==> src/rtl/fetch_queue.sv <==
// ---------------------------------------------------------------------------
// fetch_queue
//
// Purpose
//   N-wide sequential fetch stage feeding a DEPTH-entry circular instruction
//   queue. Each cycle up to WIDTH instructions from the leading contiguous run
//   of valid memory slots are enqueued, subject to free space. Dispatch may
//   take any number of presented entries each cycle. A branch flush empties
//   the queue and redirects fetch.
//
// Parameters
//   WIDTH  fetch / present width, 1..4
//   DEPTH  queue entries, power of two, DEPTH >= WIDTH and DEPTH >= 2
//
// Ports
//   clock            system clock, all state changes on the rising edge
//   reset            synchronous, active-high; takes priority over flush
//   branch_flush_en  empty the queue and load fetch_pc from target_pc
//   target_pc        redirect PC (word aligned)
//   Imem2proc_data   per-slot 64-bit memory block answering proc2Imem_addr
//   Imem2proc_valid  per-slot data valid
//   dispatch_accept  number of presented entries taken by dispatch
//   proc2Imem_addr   per-slot 8-byte aligned block address of fetch_pc + 4*i
//   out_inst/out_pc  instruction and PC of queue entry head+i
//   out_npc          out_pc + 4
//   out_valid        slot i holds a live entry (i < count)
//   free_slots       DEPTH - count
// ---------------------------------------------------------------------------
module fetch_queue #(
   parameter int WIDTH = 3,
   parameter int DEPTH = 8
) (
   input  logic                             clock,
   input  logic                             reset,
   input  logic                             branch_flush_en,
   input  logic [31:0]                      target_pc,
   input  logic [WIDTH-1:0][63:0]           Imem2proc_data,
   input  logic [WIDTH-1:0]                 Imem2proc_valid,
   input  logic [$clog2(WIDTH+1)-1:0]       dispatch_accept,
   output logic [WIDTH-1:0][31:0]           proc2Imem_addr,
   output logic [WIDTH-1:0][31:0]           out_inst,
   output logic [WIDTH-1:0][31:0]           out_pc,
   output logic [WIDTH-1:0][31:0]           out_npc,
   output logic [WIDTH-1:0]                 out_valid,
   output logic [$clog2(DEPTH+1)-1:0]       free_slots
);

   localparam int PW = $clog2(DEPTH);
   localparam int CW = $clog2(DEPTH+1);

   // Architectural state
   logic [31:0]   fetch_pc;
   logic [PW-1:0] head;
   logic [PW-1:0] tail;
   logic [CW-1:0] count;

   // Entry storage
   logic [31:0]   entry_inst [DEPTH];
   logic [31:0]   entry_pc   [DEPTH];

   // Per-cycle combinational values
   logic [WIDTH-1:0][31:0]   slot_pc;
   logic [WIDTH-1:0][31:0]   slot_inst;
   logic [WIDTH-1:0]         wr_en;
   logic [WIDTH-1:0][PW-1:0] wr_idx;
   logic [WIDTH-1:0][PW-1:0] rd_idx;
   logic [CW-1:0]            prefix;
   logic [CW-1:0]            room;
   logic [CW-1:0]            enq_cnt;
   logic [CW-1:0]            deq_cnt;
   logic [CW-1:0]            accept_ext;
   logic                     hole;

   // Fetch side: slot addresses, word select and the valid prefix length.
   // NOTE: combinational blocks use blocking '=' and assign every output a
   // default first, so 'hole'/'prefix' accumulate in loop order and no latch
   // can be inferred.
   always_comb begin
      hole   = 1'b0;
      prefix = '0;
      for (int i = 0; i < WIDTH; i++) begin
         slot_pc[i]        = fetch_pc + 32'(4 * i);
         proc2Imem_addr[i] = {slot_pc[i][31:3], 3'b000};
         slot_inst[i]      = slot_pc[i][2] ? Imem2proc_data[i][63:32]
                                           : Imem2proc_data[i][31:0];
         // A hole ends the prefix: later valid slots are not sequential.
         if (!Imem2proc_valid[i]) hole = 1'b1;
         if (!hole) prefix = prefix + CW'(1);
      end
   end

   // Enqueue/dequeue counts. Room is based on the registered count, so
   // entries freed by this cycle's dispatch are not reused until next cycle.
   always_comb begin
      room       = CW'(DEPTH) - count;
      enq_cnt    = (prefix < room) ? prefix : room;
      accept_ext = CW'(dispatch_accept);
      deq_cnt    = (accept_ext < count) ? accept_ext : count;
   end

   // Queue indexing; PW-bit sums wrap modulo DEPTH because DEPTH is 2^PW.
   always_comb begin
      for (int i = 0; i < WIDTH; i++) begin
         wr_idx[i] = tail + PW'(i);
         rd_idx[i] = head + PW'(i);
         wr_en[i]  = !branch_flush_en && (CW'(i) < enq_cnt);
      end
   end

   // Queue control state.
   // NOTE: sequential state uses non-blocking '<=' so every register samples
   // pre-edge values regardless of statement order.
   always_ff @(posedge clock) begin
      if (reset) begin
         fetch_pc <= '0;
         head     <= '0;
         tail     <= '0;
         count    <= '0;
      end else if (branch_flush_en) begin
         fetch_pc <= target_pc;
         head     <= '0;
         tail     <= '0;
         count    <= '0;
      end else begin
         fetch_pc <= fetch_pc + (32'(enq_cnt) << 2);
         head     <= head + PW'(deq_cnt);
         tail     <= tail + PW'(enq_cnt);
         count    <= count + enq_cnt - deq_cnt;
      end
   end

   // Entry storage.
   // NOTE: the entry array has no reset; only entries below count are ever
   // observed, so stale contents are harmless and this maps to plain RAM.
   always_ff @(posedge clock) begin
      for (int i = 0; i < WIDTH; i++) begin
         if (wr_en[i]) begin
            entry_inst[wr_idx[i]] <= slot_inst[i];
            entry_pc[wr_idx[i]]   <= slot_pc[i];
         end
      end
   end

   // Presentation: combinational from head, dead slots forced to zero.
   always_comb begin
      for (int i = 0; i < WIDTH; i++) begin
         out_valid[i] = CW'(i) < count;
         out_inst[i]  = out_valid[i] ? entry_inst[rd_idx[i]] : '0;
         out_pc[i]    = out_valid[i] ? entry_pc[rd_idx[i]]   : '0;
         out_npc[i]   = out_valid[i] ? entry_pc[rd_idx[i]] + 32'd4 : '0;
      end
   end

   assign free_slots = room;

endmodule

==> config.mk <==
export PLATFORM = sky130hd
export DESIGN_NAME = fetch_queue
export DESIGN_NICKNAME = d
export VERILOG_FILES = /design/src/rtl/fetch_queue.sv
export SDC_FILE = /design/constraint.sdc
export NUM_CORES = 2
export LEC_CHECK = 0
export BUFFER_PORTS_ARGS = -buffer_cell sky130_fd_sc_hd__buf_4
export CORE_MARGIN = 2
export CORE_UTILIZATION = 31
export DETAILED_ROUTE_END_ITERATION = 10
export GPL_TIMING_DRIVEN = 0
export PLACE_DENSITY = 0.57
export SLEW_MARGIN = 20
export SYNTH_ARGS = -nofsm -noshare
export SYNTH_HDL_FRONTEND = slang
export SYNTH_SLANG_ARGS = --single-unit
==> constraint.sdc <==
create_clock -name clock -period 7.6 [get_ports clock]
set_clock_uncertainty 0.05 [all_clocks]
set_input_delay 0.76 -clock clock [delete_from_list [all_inputs] [get_ports clock]]
set_output_delay 0.76 -clock clock [all_outputs]
set_load 0.05 [all_outputs]
Word level (Yosys, flattened, before mapping)
Memories as Yosys holds them, arrays and structs flattened. A register that Yosys moved wholly into a read port is not among the register bits. Cells that the tools add are included.

Memories kept: 2. RAM bits: 512. Input port bits: 232. Flip-flop bits (word level): 42.

Memory list: entry_inst (words 8, bits a word 32, rd ports 3, clocked after memory_dff 1, wr ports 3, line 58) `logic [31:0] entry_inst [DEPTH];`; entry_pc (words 8, bits a word 32, rd ports 3, clocked after memory_dff 1, wr ports 3, line 59) `logic [31:0] entry_pc [DEPTH];`.

Magnitude comparators: 8. Reduce and logical (&&, ||, !) cells: 5. Muxes and demuxes: 29. Add/sub/neg operators: 17.

Operator list (count): 32-bit 2-to-1 mux (13); 32-bit by 3-bit adder with 32-bit output (second input constant) (4); 32-bit by 4-bit adder with 32-bit output (second input constant) (1); 32-bit by 6-bit adder with 32-bit output (1); 1-bit by 4-bit < comparator with 1-bit output (first input constant) (4); 4-bit 2-to-1 mux (3); 1-bit 2-to-1 mux (10); 2-bit by 4-bit < comparator with 1-bit output (first input constant) (2); 3-bit by 1-bit adder with 3-bit output (second input constant) (2); 3-bit by 2-bit adder with 3-bit output (second input constant) (2); 3-bit adder (2); 3-bit 2-to-1 mux (2); 4-bit by 1-bit adder with 4-bit output (second input constant) (1); 4-bit adder (1); 2-bit by 4-bit < comparator with 1-bit output (1); 4-bit < comparator (1); 4-bit subtractor (1); 4-bit subtractor (first input constant) (1); 1-bit logical AND (3); 1-bit by 1-bit adder with 2-bit output (second input constant) (1); 2-bit 2-to-1 mux (1); 2-bit OR reduction (1); 1-bit logical NOT (1).

Longest topological paths before layout
Word-level depth: 11. Depth in mapped cells: 20.

Worst setup path after synthesis
OpenSTA, ideal clock, no wires.

Path kind: reg-to-reg. From: register count[0]. To: memory entry_inst[0][0], enable pin. Path buffers: 1. Library setup time: 574 ps. Period minus slack after synthesis: 8096 ps. Arrival: 7472 ps. Setup slack: -496 ps. Stages on the path, launching flop included: 13. Cells stage by stage: dfxtp_1 inv_1 ha_1 xnor2_1 inv_1 ha_1 o21ai_0 o21ba_2 o21ai_0 clkbuf_1 a21oi_1 mux2i_1 o21ai_0.

RTL lines: start: declaration (line 55) `logic [CW-1:0] count;`; start signal: assignment (line 128) `count <= count + enq_cnt - deq_cnt;`; end: declaration (line 58).

==> out/results.txt <==
Sequential-to-total area share from yosys stat = 0.3953
Pre-antenna DRT Iters = 8
Die width = 367.8 µm
Worst Setup Start Kind = flip-flop
Slew Limit Headroom = 0.1456
Netlist area before placement = 0.04103 mm²
Vias in the first global route = 37700
Max-slew violations = 0
Setup tns final = 0 ns
CP top delay family = buffers and inverters
Largest cells by area after synthesis = edfxtp_1, mux4_2, mux2i_1, o221ai_1, nand2_1
RSZ-0062 raised after global routing = no
Endpoints failing hold = 0
Final Setup Violations = 0
Global-route total usage across every layer = 0.3112
Critical path's slowest cell = o41ai_1
Synth async-reset ratio = 0
Crit Path Max Fanout = 18
Core area = 0.1315 mm²
Synth Instances = 3799
GRT Residual Overflow = 0
Pin slew with the least headroom to its limit = 1.282 ns
Tmin final = 7.229 ns
CP max stage delay = 0.78 ns
Initial DRC Count = 6749
Ys flop type = edfxtp_1
RD Place Congestion = 0.9755
CTS root buf = clkbuf_16
DRC violations left = 0
Status = completed
Post-synth EDFFs = 512
Overall Power = 19.29 mW
Routed len/inst = 34.76 µm
IO Pins = 623
Buffers plus inverters on the worst setup path = 10
VDD IR-drop max = 269.6 µV
Post-CTS setup buffers = 0
Hold Path Class = input port to flip-flop
Final WL = 220000 µm
WP data required = 6.79 ns
PwrDens = 376.9 mW/mm²
Leak = 17.62 nW
Fin crit share = 0.9512
Placed insts = 6221
Flop and latch count out of synthesis = 554
Critical Path AT = 6.42 ns
Total CTS buffers = 56
First-pass GRT wire length = 298300 µm
Die height = 367.8 µm
Synth cell types = 75
IO buf count = 611
CTS tree = done
Maximum root-to-sink buffer count = 3
Non-filler cells in the finished layout = 6330
Synthesis warning total = 0
Final #Nets = 4785
Yosys top cell by area = edfxtp_1
H-tree Lvls = 2
Largest net degree at the start of global routing = 17
Area share of the largest cell type after synthesis = 0.3748
Crit path top cell by count = buf_2
Most common cell after layout, fill and taps aside = buf_4
Fmax = 0.1383 GHz
Initial antenna violation count = 7
WHS = 0.2699 ns
Hpwl dp = 167100 µm
Vias = 39580
Die area = 0.1353 mm²
Area Growth Syn to Fin = 24.72%
Max-cap violations = 0
Site row count = 133
Clk sinks = 554
Clk Latency, worst-skew pair = 0.68 ns
Syn_area_per_cell = 10.80 µm²
Kind of critical path = flip-flop to primary output
Clk slew on worst S/H paths = 0.07 ns
Number of routed nets with antenna violations = 0
Vias/cell = 6.253
Initial Util = 0.3121
Most frequent cells in the layout = buf_4, edfxtp_1, nand2_1
Layout cell share with drive strength beyond 1 = 0.2789
Crit. End Element = primary output
Sequence of cells on the critical path = buf_2, inv_1, buf_4, buf_2, buf_2, buf_2, buf_2, buf_12, nand2_1, nand2_1, ha_1, o2111ai_1, clkbuf_1, o41ai_1, buf_4
sequential cells by signal, indices dropped and copies added, names as in the netlist:
register / cells
entry_inst: 256
tail: 3
fetch_pc: 32
count: 4
entry_pc: 256
head: 3
worst register-to-register path: stages (launching register included):
cell and delay, ns:
dfxtp_1 0.49, inv_1 0.15, ha_1 0.25, xnor2_1 0.27
inv_1 0.13, ha_1 0.30, o21ai_0 0.11, o21bai_1 0.23
nand3_1 0.18, clkbuf_1 0.34, a21o_1 0.22, clkbuf_1 0.75
buf_1 0.77, o21ai_4 0.37, buf_16 0.29, buf_16 0.18
buf_16 0.17
power by group:
group | internal, mW | leakage [nW] | switching, mW
registers | 3.96 | 5.04 | 0.256
clock network | 1.65 | 0.924 | 1.36
logic | 3.56 | 11.7 | 8.50
stage by stage:
stage          cell area, µm²  setup slack (ns)  utilization
2_1_floorplan           41060           -0.4961            -
3_5_place_dp            49170            0.4798       0.3740
6_report                51170            0.3708       0.3892
5_1_grt                 51160            0.3253       0.3892
4_1_cts                 51090           0.05969       0.3886
3_3_place_gp            47850            -6.659       0.3639
path summary, 6_finish.rpt:
| check | start | end | slack (ns) | cells past startpoint |
|---|---|---|---|---|
| min | target_pc[8] | fetch_pc[8] | 0.27 | 3 |
| min reg2reg | tail[0] | tail[0] | 0.59 | 2 |
| max reg2reg | count[0] | entry_inst[0][21] | 2.11 | 16 |
| max | head[1] | out_npc[94] | 0.37 | 15 |
synth_stat cells, types with 18 or more instances:
| library cell | instances |
|---|---|
| o21ai_0 | 109 |
| nor2_1 | 441 |
| buf_6 | 18 |
| edfxtp_1 | 512 |
| buf_4 | 58 |
| a221o_1 | 96 |
| o221ai_1 | 264 |
| dfxtp_1 | 42 |
| clkbuf_1 | 264 |
| nand2_1 | 469 |
| a21oi_1 | 111 |
| buf_1 | 31 |
| buf_2 | 36 |
| xnor2_1 | 119 |
| nor3_1 | 46 |
| a22oi_1 | 31 |
| nor4_1 | 30 |
| nand3_1 | 27 |
| a211oi_1 | 46 |
| mux2i_1 | 280 |
| ha_1 | 24 |
| mux2_2 | 88 |
| inv_1 | 39 |
| and2_1 | 25 |
| mux4_2 | 244 |
| xor2_1 | 114 |
per-layer routing:
layer,part of all wire,vias to the layer above,track usage
li1,-,16120,-
met2,0.43,3324,0.4747
met4,0.065,16,0.1640
met1,0.37,19410,0.3939
met5,0.0011,-,0.007479
met3,0.13,717,0.09675
logic make-up (layout without fill, tap and decap cells):
kind of cell             count (synthesis)  in the layout  share of synthesized area
AO/OA/AOI/OAI                          770            770                     0.1415
other                                    1             14                 0.00009141
AND/OR/NAND/NOR                       1130           1130                     0.1174
multiplexers                           627            627                     0.2332
buffers and inverters                  454           1217                    0.05233
adder cells (fa/ha/maj)                 29             29                   0.009760
flip-flops                             554            554                     0.3953
XOR/XNOR                               234            234                    0.05041
repair_timing:
item	CTS	global route
gates resized for setup	4	2
hold buffers	0	0
pin swaps	0	0
endpoints found under the setup margin	4	2
cell type report:
class,count,area (µm²)
Tap cell,1755,2196
Multi-Input combinational cell,2801,22980
Buffer,410,2013
Sequential cell,554,16220
Clock buffer,71,1498
Antenna cell,3,7.507
Timing Repair Buffer,658,5688
Fill cell,12950,80300
Clock inverter,35,407.9
Inverter,43,161.4
Note: power is estimated with default switching activity, not from simulation.
